===== config.mk =====
export PLATFORM = sky130hd
export DESIGN_NAME = crc5_parallel_4b
export DESIGN_NICKNAME = d
export VERILOG_FILES = /design/src/rtl/crc5_pkg.sv /design/src/rtl/crc5_step_bit.sv /design/src/rtl/crc5_parallel_4b.sv
export SDC_FILE = /design/constraint.sdc
export NUM_CORES = 1
export LEC_CHECK = 0
export ABC_AREA = 1
export BUFFER_PORTS_ARGS = -buffer_cell sky130_fd_sc_hd__buf_2
export CAP_MARGIN = 20
export CORE_AREA = 2 2 39 41
export CTS_CLUSTER_SIZE = 40
export DETAILED_ROUTE_END_ITERATION = 8
export DIE_AREA = 0 0 41 43
export PLACE_DENSITY = 0.44
export SLEW_MARGIN = 10
export SYNTH_ARGS = -nofsm -noshare
export SYNTH_HDL_FRONTEND = slang
export SYNTH_SLANG_ARGS = --single-unit

===== constraint.sdc =====
create_clock -name clk -period 2.19 [get_ports clk]
set_clock_uncertainty 0.05 [all_clocks]
set_input_delay 0.438 -clock clk [delete_from_list [all_inputs] [get_ports clk]]
set_output_delay 0.438 -clock clk [all_outputs]
set_load 0.02 [all_outputs]

===== src/rtl/crc5_pkg.sv =====
// crc5_pkg: widths, default USB polynomial and the single-bit serial CRC-5 step.
`default_nettype none

package crc5_pkg;

  localparam int CRC5_W = 5;
  localparam int DATA_W = 4;

  localparam logic [CRC5_W-1:0] CRC5_POLY_USB = 5'h05;

  // One MSB-first shift of the CRC register; x^5 is implicit in poly.
  function automatic logic [CRC5_W-1:0] crc5_step(
    input logic [CRC5_W-1:0] c,
    input logic              d,
    input logic [CRC5_W-1:0] poly
  );
    logic fb;
    fb = c[CRC5_W-1] ^ d;
    return {c[CRC5_W-2:0], 1'b0} ^ (fb ? poly : {CRC5_W{1'b0}});
  endfunction

endpackage

`default_nettype wire


===== src/rtl/crc5_step_bit.sv =====
// crc5_step_bit: combinational single-bit serial CRC-5 step.
`default_nettype none

module crc5_step_bit
  import crc5_pkg::*;
#(
  parameter logic [CRC5_W-1:0] CRC_POLY = CRC5_POLY_USB
) (
  input  logic [CRC5_W-1:0] crc_cur,
  input  logic              data_bit,
  output logic [CRC5_W-1:0] crc_nxt
);

  assign crc_nxt = crc5_step(crc_cur, data_bit, CRC_POLY);

endmodule

`default_nettype wire


===== src/rtl/crc5_parallel_4b.sv =====
// crc5_parallel_4b: folds one nibble per clock (MSB first) into a registered CRC-5.
// Build option: CRC5_OUT_INV_EN drives the inverted state on crc5.
`default_nettype none

module crc5_parallel_4b
  import crc5_pkg::*;
#(
  parameter logic [CRC5_W-1:0] CRC_POLY = CRC5_POLY_USB
) (
  input  logic              clk,
  input  logic              rst,
  input  logic [DATA_W-1:0] data_in,
  input  logic [CRC5_W-1:0] crc5_init,
  output logic [CRC5_W-1:0] crc5
);

  logic [CRC5_W-1:0] crc_q;
  logic [CRC5_W-1:0] chain [0:DATA_W];

  assign chain[0] = crc_q;

  // Stage i consumes data_in[DATA_W-1-i], so bit 3 enters the chain first.
  generate
    for (genvar i = 0; i < DATA_W; i++) begin : g_step
      crc5_step_bit #(
        .CRC_POLY (CRC_POLY)
      ) u_step (
        .crc_cur  (chain[i]),
        .data_bit (data_in[DATA_W-1-i]),
        .crc_nxt  (chain[i+1])
      );
    end
  endgenerate

  always_ff @(posedge clk) begin
    if (!rst) begin
      crc_q <= crc5_init;
    end else begin
      crc_q <= chain[DATA_W];
    end
  end

`ifdef CRC5_OUT_INV_EN
  assign crc5 = ~crc_q;
`else
  assign crc5 = crc_q;
`endif

endmodule

`default_nettype wire


# ---- After elaboration in Yosys (flattened, before gate mapping)
# Cells that the tools add are included.
dict set report word_totals {
  latchBits 0
  elab_cells 14
  in_bits 11
  mem_bits_ro 0
  register_bits 5
  out_inout_bits 5
  ram_bits 0
  n_memories 0
}
dict set report op_classes {
  n_eq_ne 0
  reduce_logical 0
  n_shift 0
  order_cmp 0
  add_sub_neg 0
  n_div 0
  mul 0
  bitwise_logic 8
  muxes 5
}
# op n
set op_table {}
lappend op_table {{$xor A5 B5 Y5} 4}
lappend op_table {{$mux W3} 4}
lappend op_table {{$mux W5} 1}
lappend op_table {{$xor A1 B1 Y1} 4}

# ---- Logic depth before layout (Yosys ltp)
# Gate-level depths: netlist of the first run.
dict set report depth {
  ltp_word 13
  ltp_mapped 7
  mapped_depth_nobuf 7
}

# ---- Hierarchy
# A second synthesis of the first run with hierarchy kept.
dict set report unflattened {
  hier_cells 82
  area_unflattened_um2 462.9
}
# mod seq_area_each_um2 cells_each instances area_each_um2
set modules_own_cells {}
lappend modules_own_cells {crc5_step_bit 0.0 14 4 66.3}
lappend modules_own_cells {crc5_parallel_4b 100.1 26 1 197.7}

# ---- Worst setup path before layout of the first run
# Ideal clock, no wire load.
dict set report synth_path {
  path_kind {register -> register}
  startpoint {register crc_q[1] (netlist: crc5[1])}
  endpoint {register crc_q[0] (netlist: crc5[0])}
  arrival_ps 898
  period_less_slack_ps 1066
  path_stages_with_launch 7
  slack_ps 1124
  path_buffers 0
  required_ps 2022
  cell_sequence {dfxtp_1 -> inv_1 -> nand2_1 -> nand2_1 -> nand2_2 -> nand3_2 -> nor2b_4}
}
dict set report synth_via {
  elab_chain_cells 7
}
# item line_no
set synth_lines {}
lappend synth_lines {{start, declared} crc5_parallel_4b.sv:17} ;# logic [CRC5_W-1:0] crc_q;
lappend synth_lines {{start signal, assigned} crc5_parallel_4b.sv:37} ;# crc_q <= crc5_init;
lappend synth_lines {{start signal, assigned} crc5_parallel_4b.sv:39} ;# crc_q <= chain[DATA_W];
lappend synth_lines {{$xor A5 B5 Y5 (3 in a row)} crc5_pkg.sv:19} ;# return {c[CRC5_W-2:0], 1'b0} ^ (fb ? poly : {CRC5_W{1'b0}});
lappend synth_lines {{$xor A1 B1 Y1} crc5_pkg.sv:18} ;# fb = c[CRC5_W-1] ^ d;
lappend synth_lines {{$mux W3} crc5_pkg.sv:19}
lappend synth_lines {{$xor A5 B5 Y5} crc5_pkg.sv:19}
lappend synth_lines {{$mux W5} crc5_parallel_4b.sv:36} ;# if (!rst) begin
# Every way passes these cells.

# ---- Worst setup path after layout of the first run
dict set report layout_path {
  startpoint {register crc_q[4] (netlist: crc5[4])}
  endpoint {output port crc5[4]}
}
# item line_no
set layout_lines {}
lappend layout_lines {{end, declared} crc5_parallel_4b.sv:14} ;# output logic [CRC5_W-1:0] crc5
# No word-level cell between the ends.

==> impl_metrics.tcl, run 1 <==
set metrics [dict create \
    wl_um 654 \
    finalCritPeriodShare_pct 58.4 \
    die_width_um 41 \
    worst-path-stages 1 \
    overflow 0 \
    maxCapViolCount 0 \
    die_h_um 43 \
    grt_pass1_vias 279 \
    cts_root_buf "clkbuf_4" \
    cp_data_required_time_ns 1.70 \
    drcViolationCount 0 \
    numCtsBuffers 3 \
    multi_input_area_um2 184 \
    slew_violations 0 \
    ys_seq_area_share_pct 32.3 \
    yosysWarnings 0 \
    end_kind "output port" \
    hold_buffers 0 \
    p_sw_uw 117 \
    hpwl_um 537 \
    drt_iter0_drc 5 \
    outcome "complete, no violations" \
    gp_congestion 0.739 \
    vias 332 \
    period_needed_ns 1.28 \
    wire_per_inst_um 7.69 \
    htree_num_levels 1 \
    drive_gt1_share_pct 40.6 \
    worst_slew_pin_slew_ns 0.215 \
    seqPwrFrac_pct 34.8 \
    crit_arrival_ns 0.79 \
    rsz0062_at_grt "no" \
    pwr-share-comb_pct 33.8 \
    area_growth_syn_to_layout_pct 39.1 \
    switching_share_pct 34.6 \
    finalHoldViolCount 0 \
    slowest_delay_ns 0.37 \
    powerDensity_nw_per_um2 785 \
    syn_area_per_cell_um2 6.21 \
    clkPwrFrac_pct 31.4 \
    setup_violations 0 \
    clk-insertion-delay-late_ns 0.24 \
    vias_per_cell 3.91 \
    io_buffer_count 15 \
    syn-cell-area_um2 310 \
    critical_path_class "flop to output port" \
    p_total_uw 339 \
    cts_tree "done" \
    cts.sinks 5 \
    synth_cell_types 14 \
    grt_pass1_wl_um 1100 \
    internal_power_uw 222 \
    r2r_cells 6 \
    ff_latch_area_um2 100 \
    die-area_um2 1760 \
    largest_reg_flops 5 \
    hp-class "input port to flop" \
    leakagePower_nw 0.256 \
    path_clk_slew_ns 0.04 \
    core.rowCount 14 \
    grt_start_max_net_pins 7 \
    ios 16 \
    nFillCells 165 \
    cts_resized 0 \
    ir_drop_v 0.000222 \
    antenna_found_initial 0 \
    core_region_area_um2 1380 \
    final_nets 81 \
    critPathSlowestCell "dfxtp_1" \
    crit_chain "buf_2" \
    whs_path_depth 3 \
    drt_first_pass_iters 2 \
    max_slew_margin_pct 85.5 \
    path_buf_inv 1 \
    cts_buffer_depth 2 \
    tns_ns 0 \
    syn_inst 50 \
    synthesis.nets 61 \
    cpLargestDelayFamily "flip-flops" \
    startpoint_type "flop" \
    yosys_register_bits 5 \
    detail-route-antenna-nets 0 \
    initial_core_util_pct 22.4 \
    n_antenna_cell 0 \
    post_cts_buffers 0 \
    path_max_fanout 4 \
    max_freq_ghz 0.782 \
    track_usage_pct 9.45 \
]
[layout by cell type, fill, tap and decap left out, drive strengths merged]
master,Yosys,layout
buf,0,15
dfxtp,5,5
nor2b,1,1
nand2,26,26
clkbuf,0,4
nand4,1,1
inv,7,7
nor2,4,4
nand3,2,2
xnor2,1,1
o21ai,3,3
[logic make-up after synthesis]
family	count (synthesis)	synth area share [%]
DFF	5	32.3
and+or+nand+nor	34	51.6
xor gates and xnor gates	1	2.82
AOI/OAI and AO/OA	3	4.84
buffers and inverters	7	8.47
[cell usage after synthesis]
master | instances | area [µm²]
nand2_2 | 4 | 25.0
o21ai_0 | 1 | 5.00
nor2_1 | 3 | 11.3
nand3_2 | 1 | 10.0
dfxtp_1 | 5 | 100
nand4_1 | 1 | 6.26
inv_1 | 4 | 15.0
xnor2_1 | 1 | 8.76
nand3_1 | 1 | 5.00
o21ai_1 | 2 | 10.0
nor2b_4 | 1 | 13.8
nand2_1 | 22 | 82.6
inv_2 | 3 | 11.3
nor2_2 | 1 | 6.26
[metrics by stage]
stage	cell area [µm²]	setup WS, ns	hold slack, ns	std cells	utilization (%)
finish	432	0.911	0.349	85	31.2
global route	432	0.853	0.373	85	31.2
CTS	432	0.900	0.349	85	31.2
detailed placement	405	1.04	0.467	81	29.3
global placement	405	1.04	0.470	81	29.3
floorplan	310	1.12	0.498	50	-
[power by group through the flow]
stage               Clock, mW  Combinational, mW  Sequential (mW)
floorplan                   0             0.0612            0.139
global placement            0              0.115            0.120
detailed placement          0              0.116            0.120
CTS                     0.110              0.117            0.118
global route            0.118              0.131            0.121
finish                  0.106              0.115            0.118
[layout make-up]
type	instances	area share [%]
Timing Repair Buffer	15	17.4
Sequential cell	5	23.2
Tap cell	16	4.64
Multi-Input combinational cell	38	42.6
Inverter	7	6.09
Clock buffer	4	6.09
[layer usage]
layer,global-route usage [%],wire [µm],vias to the layer above
met2,11.3,287,10
met5,0,0,-
li1,-,-,188
met4,8.00,12,0
met3,3.14,44,2
met1,12.9,310,132
[final timing paths]
kind	startpoint	to	slack (ns)
setup reg to reg	crc5[4]	crc5[0]	1.21
hold / removal	crc5_init[1]	crc5[1]	0.35
setup / recovery	crc5[4]	crc5[4]	0.91
hold reg to reg	crc5[0]	crc5[4]	0.47
(Power assumes the default switching activity.)
==> run 2: changes to the inputs <==
clock period = 1.3 ns   (was 2.19 ns; I/O delays follow)
==> run 2 against run 1 <==
Effect of this change:
- clock-buffer cell count did not move
- final cell count did not move
- sequential power rose by 69%
- register-to-register slack got worse by 0.88 ns
- die area did not move
- core utilization did not move
- non-clock buffer count did not move
- clock power rose by 73%
- first-iteration DRC count fell by 20%
- setup slack got worse by 0.71 ns
==> impl_metrics.tcl, run 2 (synthesis results as in run 1) <==
set metrics [dict create \
    path_max_fanout 4 \
    place_worst_setup_slack_ns 0.329 \
    final-instance-count-excl-fill 85 \
    slowest_delay_ns 0.37 \
    cpLargestDelayFamily "flip-flops" \
    area_growth_syn_to_layout_pct 39.1 \
    hpwl_um 553 \
    hold_buffers 0 \
    die_width_um 41 \
    grt_pass1_wl_um 1110 \
    leakagePower_nw 0.256 \
    internal_power_uw 374 \
    crit_chain "buf_2" \
    hp-start "crc5_init[1]" \
    cts_resized 0 \
    outcome "complete, no violations" \
    grt_pass1_vias 308 \
    path_buf_inv 1 \
    tns_ns 0 \
    ff2ff_setup_slack_ns 0.33 \
    wire_per_inst_um 7.99 \
    cp_data_required_time_ns 0.99 \
    fin_ws_ns 0.199 \
    final_nets 81 \
    core_region_area_um2 1380 \
    grt_start_max_net_pins 7 \
    antenna_found_initial 0 \
    ir_drop_v 0.000661 \
    setup_violations 0 \
    max_slew_margin_pct 85.7 \
    finalCritPeriodShare_pct 84.7 \
    layout_commonest_cell "nand2_1" \
    powerDensity_nw_per_um2 1330 \
    critPathLaunch "crc5[4]" \
    track_usage_pct 10.4 \
    drt_iter0_drc 4 \
    cts_root_buf "clkbuf_4" \
    htree_num_levels 1 \
    clk-insertion-delay-late_ns 0.24 \
    vias_per_cell 4.01 \
    path_clk_slew_ns 0.04 \
    startpoint_type "flop" \
    maxCapViolCount 0 \
    cts_tree "done" \
    drt_first_pass_iters 4 \
    initial_core_util_pct 22.4 \
    pwr-share-comb_pct 33.5 \
    seqPwrFrac_pct 34.7 \
    end_kind "output port" \
    largest_reg_flops 5 \
    cts.sinks 5 \
    p_total_uw 575 \
    vias 341 \
    switching_share_pct 35.0 \
    cts_buffer_depth 2 \
    die-area_um2 1760 \
    ios 16 \
    wl_um 679 \
    n_antenna_cell 0 \
    core.rowCount 14 \
    slew_violations 0 \
    crit_arrival_ns 0.79 \
    finalHoldViolCount 0 \
    reg2reg_from "crc5[4]" \
    detail-route-antenna-nets 0 \
    critPathSlowestCell "dfxtp_1" \
    die_h_um 43 \
    max_freq_ghz 0.908 \
    numCtsBuffers 3 \
    gp_congestion 0.727 \
    p_sw_uw 201 \
    drive_gt1_share_pct 40.6 \
    post_cts_buffers 0 \
    drcViolationCount 0 \
    period_needed_ns 1.10 \
    clkPwrFrac_pct 31.8 \
    critical_path_class "flop to output port" \
    final_cell_mix "nand2_1 (22), buf_2 (15), dfxtp_1 (5), inv_1 (4), nand2_2 (4)" \
    rsz0062_at_grt "no" \
    overflow 0 \
    place_inst 81 \
    io_buffer_count 15 \
    hp-class "input port to flop" \
    nFillCells 162 \
    worst_slew_pin_slew_ns 0.213 \
]
-- run 2: worst reg2reg max path, cell delays in order, from the launching register on --
cell,delay [ns]
dfxtp_1,0.37
inv_2,0.05
nand2_2,0.06
nand2_2,0.06
nand2_2,0.07
nand3_2,0.08
nor2b_4,0.12
-- run 2: power groups by stage --
stage	Combinational (mW)	Clock (mW)	Sequential, mW
3_5_place_dp	0.196	0	0.203
3_3_place_gp	0.195	0	0.203
6_report	0.193	0.183	0.199
5_1_grt	0.220	0.203	0.203
2_1_floorplan	0.103	0	0.234
4_1_cts	0.197	0.194	0.200
-- run 2: final timing paths --
path	end	cells after the start
hold reg to reg	crc5[4]	2
setup reg to reg	crc5[0]	6
setup / recovery	crc5[4]	1
hold / removal	crc5[1]	3
-- run 2: per-stage QoR --
stage / hold WS, ns / utilization, % / cell area (µm²)
5_1_grt: 0.186 / 31.2 / 432
3_3_place_gp: 0.420 / 29.3 / 405
2_1_floorplan: 0.320 / - / 310
6_report: 0.164 / 31.2 / 432
3_5_place_dp: 0.418 / 29.3 / 405
4_1_cts: 0.160 / 31.2 / 432
-- run 2: final cells by class --
type	count	area [µm²]	share of cell area, %
multi-input cells	38	184	42.6
flip-flops and latches	5	100	23.2
repair buffers	15	75.1	17.4
clock buffers	4	26.3	6.09
inverters	7	26.3	6.09
well taps	16	20.0	4.64
-- run 2: layer usage --
| layer | global-route usage [%] | part of all wire (%) | vias to the layer above |
|---|---|---|---|
| met5 | 0 | 0 | - |
| met4 | 8.00 | 2.5 | 0 |
| met3 | 7.85 | 8.2 | 2 |
| met2 | 14.4 | 46 | 10 |
| met1 | 9.94 | 43 | 141 |
| li1 | - | - | 188 |
==> run 3: changes to the inputs <==
clock period = 1.05 ns   (was 1.3 ns; I/O delays follow)
==> run 3 against run 2 <==
Effect of this change:
- sequential share of layout area up 0.39 points
- via count decreased by 0.88%
- clock power grew 23%
- non-clock buffer count unchanged
- critical endpoint is now crc5[1]
- setup slack worse by 0.15 ns
- total power up 26%
- combinational power is 27% higher
- cell area grew 2.0%
- global-route usage down 1.4 points
- flip-flop and latch count did not move
- register-to-register slack got worse by 0.23 ns
- wire length decreased by 0.59%
==> impl_metrics.tcl, run 3 (synthesis results as in run 1) <==
set metrics [dict create \
    outcome "complete, no violations" \
    gp_congestion 0.658 \
    cts_tree "done" \
    grt_start_max_net_pins 7 \
    slowest_delay_ns 0.34 \
    die_h_um 43 \
    drt_iter0_drc 5 \
    wl_um 675 \
    worst-path-stages 1 \
    largest_reg_flops 5 \
    final_nets 81 \
    cts_root_buf "clkbuf_4" \
    period_needed_ns 1.00 \
    crit_arrival_ns 0.74 \
    path_max_fanout 4 \
    wire_per_inst_um 7.94 \
    r2r_cells 6 \
    placed_area_um2 408 \
    cts.sinks 5 \
    area_growth_syn_to_layout_pct 41.9 \
    switching_share_pct 34.5 \
    finalCritPeriodShare_pct 95.5 \
    io_buffer_count 15 \
    rsz0062_at_grt "no" \
    tns_ns 0 \
    max_slew_margin_pct 85.2 \
    vias 338 \
    powerDensity_nw_per_um2 1640 \
    critical_path_class "flop to output port" \
    overflow 0 \
    p_sw_uw 249 \
    whs_ns 0.124 \
    nFillCells 173 \
    core.rowCount 14 \
    antenna_found_initial 0 \
    worst_slew_pin_slew_ns 0.221 \
    grt_pass1_wl_um 1050 \
    final_cell_mix "nand2_1 (22), buf_2 (13), inv_1 (4), nand2_2 (4)" \
    cts_buffer_depth 2 \
    vias_per_cell 3.98 \
    finalHoldViolCount 0 \
    n_antenna_cell 0 \
    setup_violations 0 \
    internal_power_uw 473 \
    track_usage_pct 9.03 \
    grt_pass1_vias 287 \
    drcViolationCount 0 \
    hold_buffers 0 \
    path_clk_slew_ns 0.05 \
    slew_violations 0 \
    crit_chain "buf_2" \
    leakagePower_nw 0.257 \
    numCtsBuffers 3 \
    seqPwrFrac_pct 34.9 \
    initial_core_util_pct 22.4 \
    max_freq_ghz 0.997 \
    core_region_area_um2 1380 \
    post_cts_buffers 0 \
    layout_commonest_cell "nand2_1" \
    cp_data_required_time_ns 0.79 \
    final_util_pct 31.8 \
    hp-class "input port to flop" \
    drive_gt1_share_pct 44.9 \
    die-area_um2 1760 \
    pwr-share-comb_pct 34.0 \
    ios 16 \
    startpoint_type "flop" \
    hpwl_um 544 \
    critPathSlowestCell "dfxtp_2" \
    die_width_um 41 \
    end_kind "output port" \
    maxCapViolCount 0 \
    clk-insertion-delay-late_ns 0.24 \
    path_buf_inv 1 \
    clkPwrFrac_pct 31.1 \
    htree_num_levels 1 \
    final_area_um2 440 \
    ir_drop_v 0.000691 \
    drt_first_pass_iters 2 \
    whs_path_depth 3 \
    cpLargestDelayFamily "flip-flops" \
    detail-route-antenna-nets 0 \
    p_total_uw 722 \
    cts_resized 0 \
]
-- run 3: cell count changes in the layout (fill, tap and decap cells not counted) --
| cell | change |
|---|---|
| dfxtp_1 | -3 |
| dfxtp_2 | +3 |
| buf_2 | -2 |
| buf_4 | +2 |
-- run 3: layout make-up --
type	instances	area [µm²]	area share (%)
multi-input cells	38	184	41.8
repair buffers	15	80.1	18.2
well taps	16	20.0	4.55
flip-flops and latches	5	104	23.6
clock buffers	4	26.3	5.97
inverters	7	26.3	5.97
-- run 3: metrics by stage --
| stage | setup slack [ns] | std cells |
|---|---|---|
| final | 0.0470 | 85 |
| after detailed placement | 0.0938 | 81 |
| after global routing | 0.00200 | 85 |
| after global placement | 0.110 | 81 |
| after CTS | 0.0119 | 85 |
| after floorplan | 0.0620 | 50 |
-- run 3: worst register-to-register path, cell delays in order, from the launching register on --
cell and delay, ns:
dfxtp_2 0.34, inv_1 0.05, nand2_1 0.05, nand2_1 0.06, nand2_2 0.08, nand3_2 0.08, nor2b_4 0.12
-- run 3: power groups by stage --
stage	logic, mW	clock network, mW	registers [mW]
floorplan	0.128	0	0.293
global placement	0.242	0	0.254
detailed placement	0.242	0	0.255
CTS	0.244	0.242	0.251
global route	0.278	0.250	0.257
finish	0.245	0.225	0.252
-- run 3: layer usage --
| layer | track usage (%) | up-vias | wire [µm] |
|---|---|---|---|
| met5 | 0 | - | 0 |
| met4 | 4.00 | 0 | 6 |
| met3 | 6.81 | 2 | 45 |
| met2 | 14.4 | 11 | 315 |
| met1 | 8.01 | 138 | 307 |
| li1 | - | 187 | - |
-- run 3: worst paths after layout --
check	from	to	slack [ns]
max	crc5[1]	crc5[1]	0.05
min	crc5_init[3]	crc5[3]	0.12
max reg2reg	crc5[1]	crc5[0]	0.10
min reg2reg	crc5[0]	crc5[4]	0.46
